$ cat src/rtl/mips_instr_encoder_if.sv
// Encoder bus: decoded operation fields in (valid/ready) and encoded words out (valid/ready).
// Latency: n/a (signal bundle only).
// Backpressure: in_ready/out_ready carry flow control in each direction.
//
// Modports:
//   slave  - the encoder: takes operation fields, produces instruction words with addresses.
//   master - the front end / memory writer side: drives fields and out_ready, observes the rest.
interface mips_instr_encoder_if #(
   parameter int ADDR_W = 8
);
   logic              in_valid;
   logic              in_ready;
   logic [3:0]        op_sel;
   logic [4:0]        rs;
   logic [4:0]        rt;
   logic [4:0]        rd;
   logic [4:0]        shamt;
   logic [5:0]        funct;
   logic [15:0]       imm;
   logic [25:0]       target;
   logic              out_valid;
   logic              out_ready;
   logic [31:0]       out_word;
   logic [ADDR_W-1:0] out_addr;

   modport slave (
      input  in_valid, op_sel, rs, rt, rd, shamt, funct, imm, target, out_ready,
      output in_ready, out_valid, out_word, out_addr
   );

   modport master (
      output in_valid, op_sel, rs, rt, rd, shamt, funct, imm, target, out_ready,
      input  in_ready, out_valid, out_word, out_addr
   );
endinterface

$ cat src/rtl/mips_instr_encoder.sv
// Encodes decoded MIPS operation fields into 32-bit words, buffered in a DEPTH-entry FIFO.
// Latency: 1 cycle push-to-visible (no bypass); head word read combinationally from storage.
// Backpressure: in_ready = !full (no push-through when full); out_valid = !empty.
//
// Ports:
//   clk, rst_n    - clock, asynchronous active-low reset
//   clear         - synchronous flush of FIFO and address counter (err_count retained)
//   bus (slave)   - operation fields in, {out_word, out_addr} out, valid/ready both sides
//   err_pulse     - registered one-cycle pulse per accepted illegal op_sel
//   err_count     - saturating count of accepted illegal ops
module mips_instr_encoder #(
   parameter int          DEPTH     = 4,
   parameter int          ADDR_W    = 8,
   parameter int unsigned BASE_ADDR = 0
) (
   input  logic                        clk,
   input  logic                        rst_n,
   input  logic                        clear,
   mips_instr_encoder_if.slave         bus,
   output logic                        err_pulse,
   output logic [7:0]                  err_count
);
   localparam int PTR_W = $clog2(DEPTH);
   localparam int CNT_W = PTR_W + 1;
   localparam logic [CNT_W-1:0]  DEPTH_C = CNT_W'(DEPTH);
   localparam logic [ADDR_W-1:0] BASE_C  = ADDR_W'(BASE_ADDR);

   localparam logic [5:0] OPC_RTYPE = 6'b000000;
   localparam logic [5:0] OPC_BEQ   = 6'b000100;
   localparam logic [5:0] OPC_LW    = 6'b100011;
   localparam logic [5:0] OPC_SW    = 6'b101011;
   localparam logic [5:0] OPC_ADDI  = 6'b001000;
   localparam logic [5:0] OPC_ANDI  = 6'b001100;
   localparam logic [5:0] OPC_ORI   = 6'b001101;
   localparam logic [5:0] OPC_LUI   = 6'b001111;
   localparam logic [5:0] OPC_ADDIU = 6'b001001;
   localparam logic [5:0] OPC_SLTI  = 6'b001010;
   localparam logic [5:0] OPC_J     = 6'b000010;

   logic [31:0]       mem [DEPTH];
   logic [PTR_W-1:0]  wr_ptr;
   logic [PTR_W-1:0]  rd_ptr;
   logic [CNT_W-1:0]  count;
   logic [ADDR_W-1:0] addr;

   logic [31:0] word_enc;
   logic        legal;
   logic        full;
   logic        empty;
   logic        push_fire;
   logic        wr_en;
   logic        rd_en;

   // Field packing per instruction format; unused fields of a format are dropped.
   always_comb begin
      word_enc = '0;
      legal    = 1'b1;
      unique case (bus.op_sel)
         4'd0:    word_enc = {OPC_RTYPE, bus.rs, bus.rt, bus.rd, bus.shamt, bus.funct};
         4'd1:    word_enc = {OPC_BEQ,   bus.rs, bus.rt, bus.imm};
         4'd2:    word_enc = {OPC_LW,    bus.rs, bus.rt, bus.imm};
         4'd3:    word_enc = {OPC_SW,    bus.rs, bus.rt, bus.imm};
         4'd4:    word_enc = {OPC_ADDI,  bus.rs, bus.rt, bus.imm};
         4'd5:    word_enc = {OPC_ANDI,  bus.rs, bus.rt, bus.imm};
         4'd6:    word_enc = {OPC_ORI,   bus.rs, bus.rt, bus.imm};
         4'd7:    word_enc = {OPC_LUI,   5'b00000, bus.rt, bus.imm};  // lui has no source register
         4'd8:    word_enc = {OPC_ADDIU, bus.rs, bus.rt, bus.imm};
         4'd9:    word_enc = {OPC_SLTI,  bus.rs, bus.rt, bus.imm};
         4'd10:   word_enc = {OPC_J,     bus.target};
         default: legal    = 1'b0;
      endcase
   end

   assign full  = (count == DEPTH_C);
   assign empty = (count == '0);

   // Flow control depends on occupancy only; clear does not gate in_ready.
   assign bus.in_ready  = !full;
   assign bus.out_valid = !empty;
   assign bus.out_word  = mem[rd_ptr];
   assign bus.out_addr  = addr;

   // Illegal ops complete the handshake but never reach storage or the address counter.
   assign push_fire = bus.in_valid && !full && !clear;
   assign wr_en     = push_fire && legal;
   assign rd_en     = !empty && bus.out_ready && !clear;

   always_ff @(posedge clk or negedge rst_n) begin
      if (!rst_n) begin
         wr_ptr    <= '0;
         rd_ptr    <= '0;
         count     <= '0;
         addr      <= BASE_C;
         err_pulse <= 1'b0;
         err_count <= '0;
         // Storage is cleared so the head reads as zero out of reset.
         for (int i = 0; i < DEPTH; i++) begin
            mem[i] <= '0;
         end
      end else begin
         err_pulse <= push_fire && !legal;
         if (push_fire && !legal && (err_count != 8'hFF)) begin
            err_count <= err_count + 8'd1;
         end

         if (clear) begin
            wr_ptr <= '0;
            rd_ptr <= '0;
            count  <= '0;
            addr   <= BASE_C;
         end else begin
            if (wr_en) begin
               mem[wr_ptr] <= word_enc;
               wr_ptr      <= wr_ptr + 1'b1;
            end
            if (rd_en) begin
               rd_ptr <= rd_ptr + 1'b1;
               addr   <= addr + 1'b1;
            end
            case ({wr_en, rd_en})
               2'b10:   count <= count + 1'b1;
               2'b01:   count <= count - 1'b1;
               default: count <= count;
            endcase
         end
      end
   end
endmodule

$ cat src/flat_wrapper.sv
// flat-port wrapper written by rule: the top's interface ports become plain ports
module mips_instr_encoder_flat 
#(
   parameter int          DEPTH     = 4,
   parameter int          ADDR_W    = 8,
   parameter int unsigned BASE_ADDR = 0
)
  (clk, rst_n, clear, err_pulse, err_count, bus_in_valid, bus_op_sel, bus_rs, bus_rt, bus_rd, bus_shamt, bus_funct, bus_imm, bus_target, bus_out_ready, bus_in_ready, bus_out_valid, bus_out_word, bus_out_addr);
  mips_instr_encoder_if #(.ADDR_W(ADDR_W)) bus_i ();
  input  logic clk;
  input  logic rst_n;
  input  logic clear;
  output logic err_pulse;
  output logic [7:0] err_count;
  input wire logic [$bits(bus_i.in_valid)-1:0] bus_in_valid;
  input wire logic [$bits(bus_i.op_sel)-1:0] bus_op_sel;
  input wire logic [$bits(bus_i.rs)-1:0] bus_rs;
  input wire logic [$bits(bus_i.rt)-1:0] bus_rt;
  input wire logic [$bits(bus_i.rd)-1:0] bus_rd;
  input wire logic [$bits(bus_i.shamt)-1:0] bus_shamt;
  input wire logic [$bits(bus_i.funct)-1:0] bus_funct;
  input wire logic [$bits(bus_i.imm)-1:0] bus_imm;
  input wire logic [$bits(bus_i.target)-1:0] bus_target;
  input wire logic [$bits(bus_i.out_ready)-1:0] bus_out_ready;
  output wire logic [$bits(bus_i.in_ready)-1:0] bus_in_ready;
  output wire logic [$bits(bus_i.out_valid)-1:0] bus_out_valid;
  output wire logic [$bits(bus_i.out_word)-1:0] bus_out_word;
  output wire logic [$bits(bus_i.out_addr)-1:0] bus_out_addr;
  assign bus_i.in_valid = bus_in_valid;
  assign bus_i.op_sel = bus_op_sel;
  assign bus_i.rs = bus_rs;
  assign bus_i.rt = bus_rt;
  assign bus_i.rd = bus_rd;
  assign bus_i.shamt = bus_shamt;
  assign bus_i.funct = bus_funct;
  assign bus_i.imm = bus_imm;
  assign bus_i.target = bus_target;
  assign bus_i.out_ready = bus_out_ready;
  assign bus_in_ready = bus_i.in_ready;
  assign bus_out_valid = bus_i.out_valid;
  assign bus_out_word = bus_i.out_word;
  assign bus_out_addr = bus_i.out_addr;
  mips_instr_encoder #(.DEPTH(DEPTH), .ADDR_W(ADDR_W), .BASE_ADDR(BASE_ADDR)) u_core (.clk(clk), .rst_n(rst_n), .clear(clear), .bus(bus_i), .err_pulse(err_pulse), .err_count(err_count));
endmodule
$ cat config.mk
export PLATFORM = sky130hd
export DESIGN_NAME = mips_instr_encoder_flat
export DESIGN_NICKNAME = d
export VERILOG_FILES = /design/src/rtl/mips_instr_encoder_if.sv /design/src/rtl/mips_instr_encoder.sv /design/src/flat_wrapper.sv
export SDC_FILE = /design/constraint.sdc
export NUM_CORES = 1
export LEC_CHECK = 0
export CAP_MARGIN = 20
export CORE_MARGIN = 3
export CORE_UTILIZATION = 52
export DETAILED_ROUTE_END_ITERATION = 12
export HOLD_SLACK_MARGIN = 0.03
export PLACE_DENSITY_LB_ADDON = 0.3
export SLEW_MARGIN = 20
export SYNTH_ARGS = -nofsm -noshare
export SYNTH_HDL_FRONTEND = slang
export SYNTH_SLANG_ARGS = --single-unit
$ cat constraint.sdc
create_clock -name clk -period 2.7 [get_ports clk]
set_input_delay 0.405 -clock clk [delete_from_list [all_inputs] [get_ports clk]]
set_output_delay 0.405 -clock clk [all_outputs]
set_load 0.01 [all_outputs]
==> summary.md <==
| Metric | Value |
|---|---|
| Sw Pwr | `2740 uW` |
| Tot GR Track Use | `around a quarter` |
| Synthesized Nets | `712` |
| Largest net degree at the start of global routing | `74` |
| Yosys warning count | `0` |
| Hold path depth | `2` |
| Initial antenna violation count | `0` |
| Worst path required time | `approximately 2.3 ns` |
| Worst path slowest cell | `mux4_2` |
| Skew-Pair Late Insertion Delay | `0.42 ns` |
| Initial Util | `a little over half` |
| Worst-path clk slew | `roughly 0.070 ns` |
| Floorplan Core Area | `about 13,000 um^2` |
| Fin crit share | `94.6%` |
| Global-route wire length before repair | `between 20,000 and 30,000 um` |
| Via count | `5,453` |
| Hold Startpoint | `u_core.mem[28]` |
| Global placer's final weighted congestion | `0.883` |
| Post-route minimum period | `around 2.6 ns` |
| CTS buffer count | `17` |
| Final #Nets | `837` |
| Routed wire per std cell | `18.4 um` |
| Crit path max fanout | `15` |
| MaxCap Viol Count | `0` |
| Cells after Synth | `around 630` |
| Final Hold Vio Count | `0` |
| Actual slew at the worst max-slew pin | `slightly above 0.8 ns` |
| RSZ-0062 raised after global routing | `false` |
| Clock tree sinks | `148` |
| Cell row count | `41` |
| Grt ovf | `0` |
| Largest stage delay on the critical path | `about 0.57 ns` |
| Worst reg2reg setup slack | `0.46 ns` |
| Diode count | `0` |
| Vias per cell | `5.81` |
| Die W | `120 um` |
| Cell family with most CP delay | `buffers and inverters` |
| Initial detailed-routing violation count | `399` |
| Power Dens Cells | `979 nW/um^2` |
| Dominant synthesized flop cell | `dfrtp_1` |
| Fraction of registers with async set/reset | `100%` |
| Synth unique cells | `44` |
| Mean Syn Cell Area | `10.9 um^2` |
| Vias in the first global route | `5,698` |
| Worst R2R Start | `u_core.count[1]` |
| Core Util, Final | `71.2%` |
| Crit path DAT | `2.15 ns` |
| Reg2reg end | `u_core.count[2]` |
| Synthesis-to-layout area growth | `32.8%` |
| IO Port Bufs | `between 100 and 150` |
| WL final | `17,200 um` |
| Worst setup path category | `reg2out` |
| CTS root buffer | `clkbuf_16` |
| Status | `finished, final reports clean` |
| Max Freq | `0.392 GHz` |
| Setup WS post-layout | `between 0.1 and 0.15 ns` |
| Leak | `0.00384 uW` |
| Pint | `6130 uW` |
| First-pass detailed-route iteration total | `6` |
| Post-synthesis sequential area ratio | `a little over half` |
| DRC | `0` |
| Final Max Tran Viols | `0` |
| H-tree depth | `4` |
| Number of enable flip-flop cells after synthesis | `0` |
| Sequential share of power | `a little under two fifths` |
| Hold Path Class | `reg2reg` |
| Startpoint types | `register` |
| Peak VDD IR | `0.504 mV` |
| DRT antenna net count | `0` |
| Setup violators final | `0` |
| Hold EP | `u_core.mem[28]` |
| Crit end category | `primary output` |
| Dpl ws | `-0.0842 ns` |
| Clock network power share | `around 28%` |
| Setup repair bufs after CTS | `0` |
| Layout cell share with drive strength beyond 1 | `13.3%` |
| Filler cell count | `924` |
| Switching share of power | `30.9%` |
| IO Count | `128` |
| CTS tree | `yes` |
| Mapped cell area | `6820 um^2` |
| #FFs+latches synth | `148` |
| WP buf/inv | `2` |
| Die height | `120 um` |
| Crit path cell chain | `buf_6 > mux4_2 > clkdlybuf4s50_1` |
| Worst Hold Margin | `0.481 ns` |
| R2R depth | `6` |
| HPWL after DPL | `11,600 um` |
| Logic pwr share | `roughly a third` |
| Relative slew slack | `45.9%` |
| Die Area | `14,500 um^2` |
| Clock Path Buffers | `2` |
| Clock Skews | `0.00713 ns` |
routing by layer:
| metal | vias up | share of wire, % | global-route usage [%] |
|---|---|---|---|
| li1 | 2525 | - | - |
| met5 | - | 0 | 0 |
| met2 | 185 | 49 | 40.7 |
| met1 | 2707 | 41 | 33.3 |
| met3 | 36 | 7.3 | 6.55 |
| met4 | 0 | 2.4 | 10.1 |
registers in the layout (all words and copies together) (netlist names):
name / flops
u_core.mem: 124
u_core.bus.out_addr: 8
u_core.err_count: 8
u_core.count: 3
u_core.rd_ptr: 2
u_core.wr_ptr: 2
u_core.err_pulse: 1
cell families (layout without fill, tap and decap cells):
kind of cell,count (synthesis),after routing,synth area share (%)
and+or+nand+nor,189,189,12.1
AOI/OAI and AO/OA,175,175,15.3
DFF,148,148,54.3
buffers and inverters,54,192,3.47
muxes,38,38,11.3
xor gates and xnor gates,16,16,2.06
adders and majority gates,7,7,1.40
other,1,1,0.0550
synthesized netlist by cell type, drive strengths merged (7+ instances only):
| master | number | area (um^2) |
|---|---|---|
| a222oi | 16 | 160 |
| dfrtp | 148 | 3700 |
| o21ai | 125 | 626 |
| a22oi | 7 | 52.6 |
| nand2 | 134 | 503 |
| nor2 | 14 | 52.6 |
| nor2b | 10 | 62.6 |
| xor2 | 11 | 96.3 |
| nor3 | 7 | 35.0 |
| mux4 | 31 | 698 |
| clkbuf | 38 | 143 |
| buf | 12 | 78.8 |
metrics by stage:
stage / setup TNS, ns / instances / cell area (um^2) / power (uW)
2_1_floorplan: 0 / 628 / 6820 / 5010
3_3_place_gp: 0 / 905 / 8420 / 6280
3_5_place_dp: -1.12 / 905 / 8420 / 6460
4_1_cts: 0 / 938 / 9040 / 8920
5_1_grt: 0 / 938 / 9050 / 9390
6_report: 0 / 938 / 9050 / 8860
how the worst max path moves through the flow:
stage                          start          endpoint  slack [ns]  cells after the start
floorplan              bus_op_sel[1]   u_core.count[2]        0.29                      9
global placement       bus_op_sel[1]    u_core.mem[38]        0.07                      6
detailed placement     bus_op_sel[1]   u_core.mem[106]       -0.08                      6
CTS                 u_core.rd_ptr[0]  bus_out_word[26]        0.03                      3
global route        u_core.rd_ptr[0]  bus_out_word[26]        0.06                      3
finish              u_core.rd_ptr[0]  bus_out_word[20]        0.15                      3
worst min-delay path, cell delays in order (launching register included):
cell	delay, ns
dfrtp_1	0.34
nand2_1	0.05
o21ai_1	0.06
placed cells by master, fill, tap and decap left out, drive strengths merged, types with 3 or more instances in the layout:
cell | netlist | routed
xor2 | 11 | 11
nor2 | 14 | 14
clkinv | 1 | 5
nand3 | 4 | 4
inv | 3 | 6
nor4 | 3 | 3
clkinvlp | 0 | 4
mux2 | 4 | 4
buf | 12 | 30
nand2b | 4 | 4
a21oi | 5 | 5
clkbuf | 38 | 18
dfrtp | 148 | 148
o2111ai | 4 | 4
nand2 | 134 | 134
nand4 | 4 | 4
a31oi | 5 | 5
nor3 | 7 | 7
xnor2 | 5 | 5
clkdlybuf4s50 | 0 | 125
a222oi | 16 | 16
a22oi | 7 | 7
a2bb2oi | 5 | 5
bufinv | 0 | 3
a21o | 3 | 3
ha | 6 | 6
nor2b | 10 | 10
mux4 | 31 | 31
mux2i | 3 | 3
o21ai | 125 | 125
layout make-up:
class / count / area (um^2) / share of cell area (%)
Clock buffer: 18 / 439 / 4.85
Clock inverter: 14 / 178 / 1.96
Inverter: 4 / 15.0 / 0.166
Multi-Input combinational cell: 426 / 2960 / 32.6
Sequential cell: 148 / 3710 / 40.9
Tap cell: 172 / 215 / 2.38
Timing Repair Buffer: 156 / 1540 / 17.1
power groups by stage:
stage               clock network, uW  registers [uW]  logic [uW]
CTS                              2480            3370        3070
finish                           2440            3390        3030
global placement                    0            3330        2950
floorplan                           0            3280        1730
global route                     2580            3470        3330
detailed placement                  0            3410        3050
repair_timing:
action | CTS | global route
setup endpoints to repair | 0 | 5
resized for setup | 0 | 2
hold buffers | 1 | 0
endpoints found under the hold margin | 21 | 0
No activity file was read; power rests on OpenSTA's default activity.
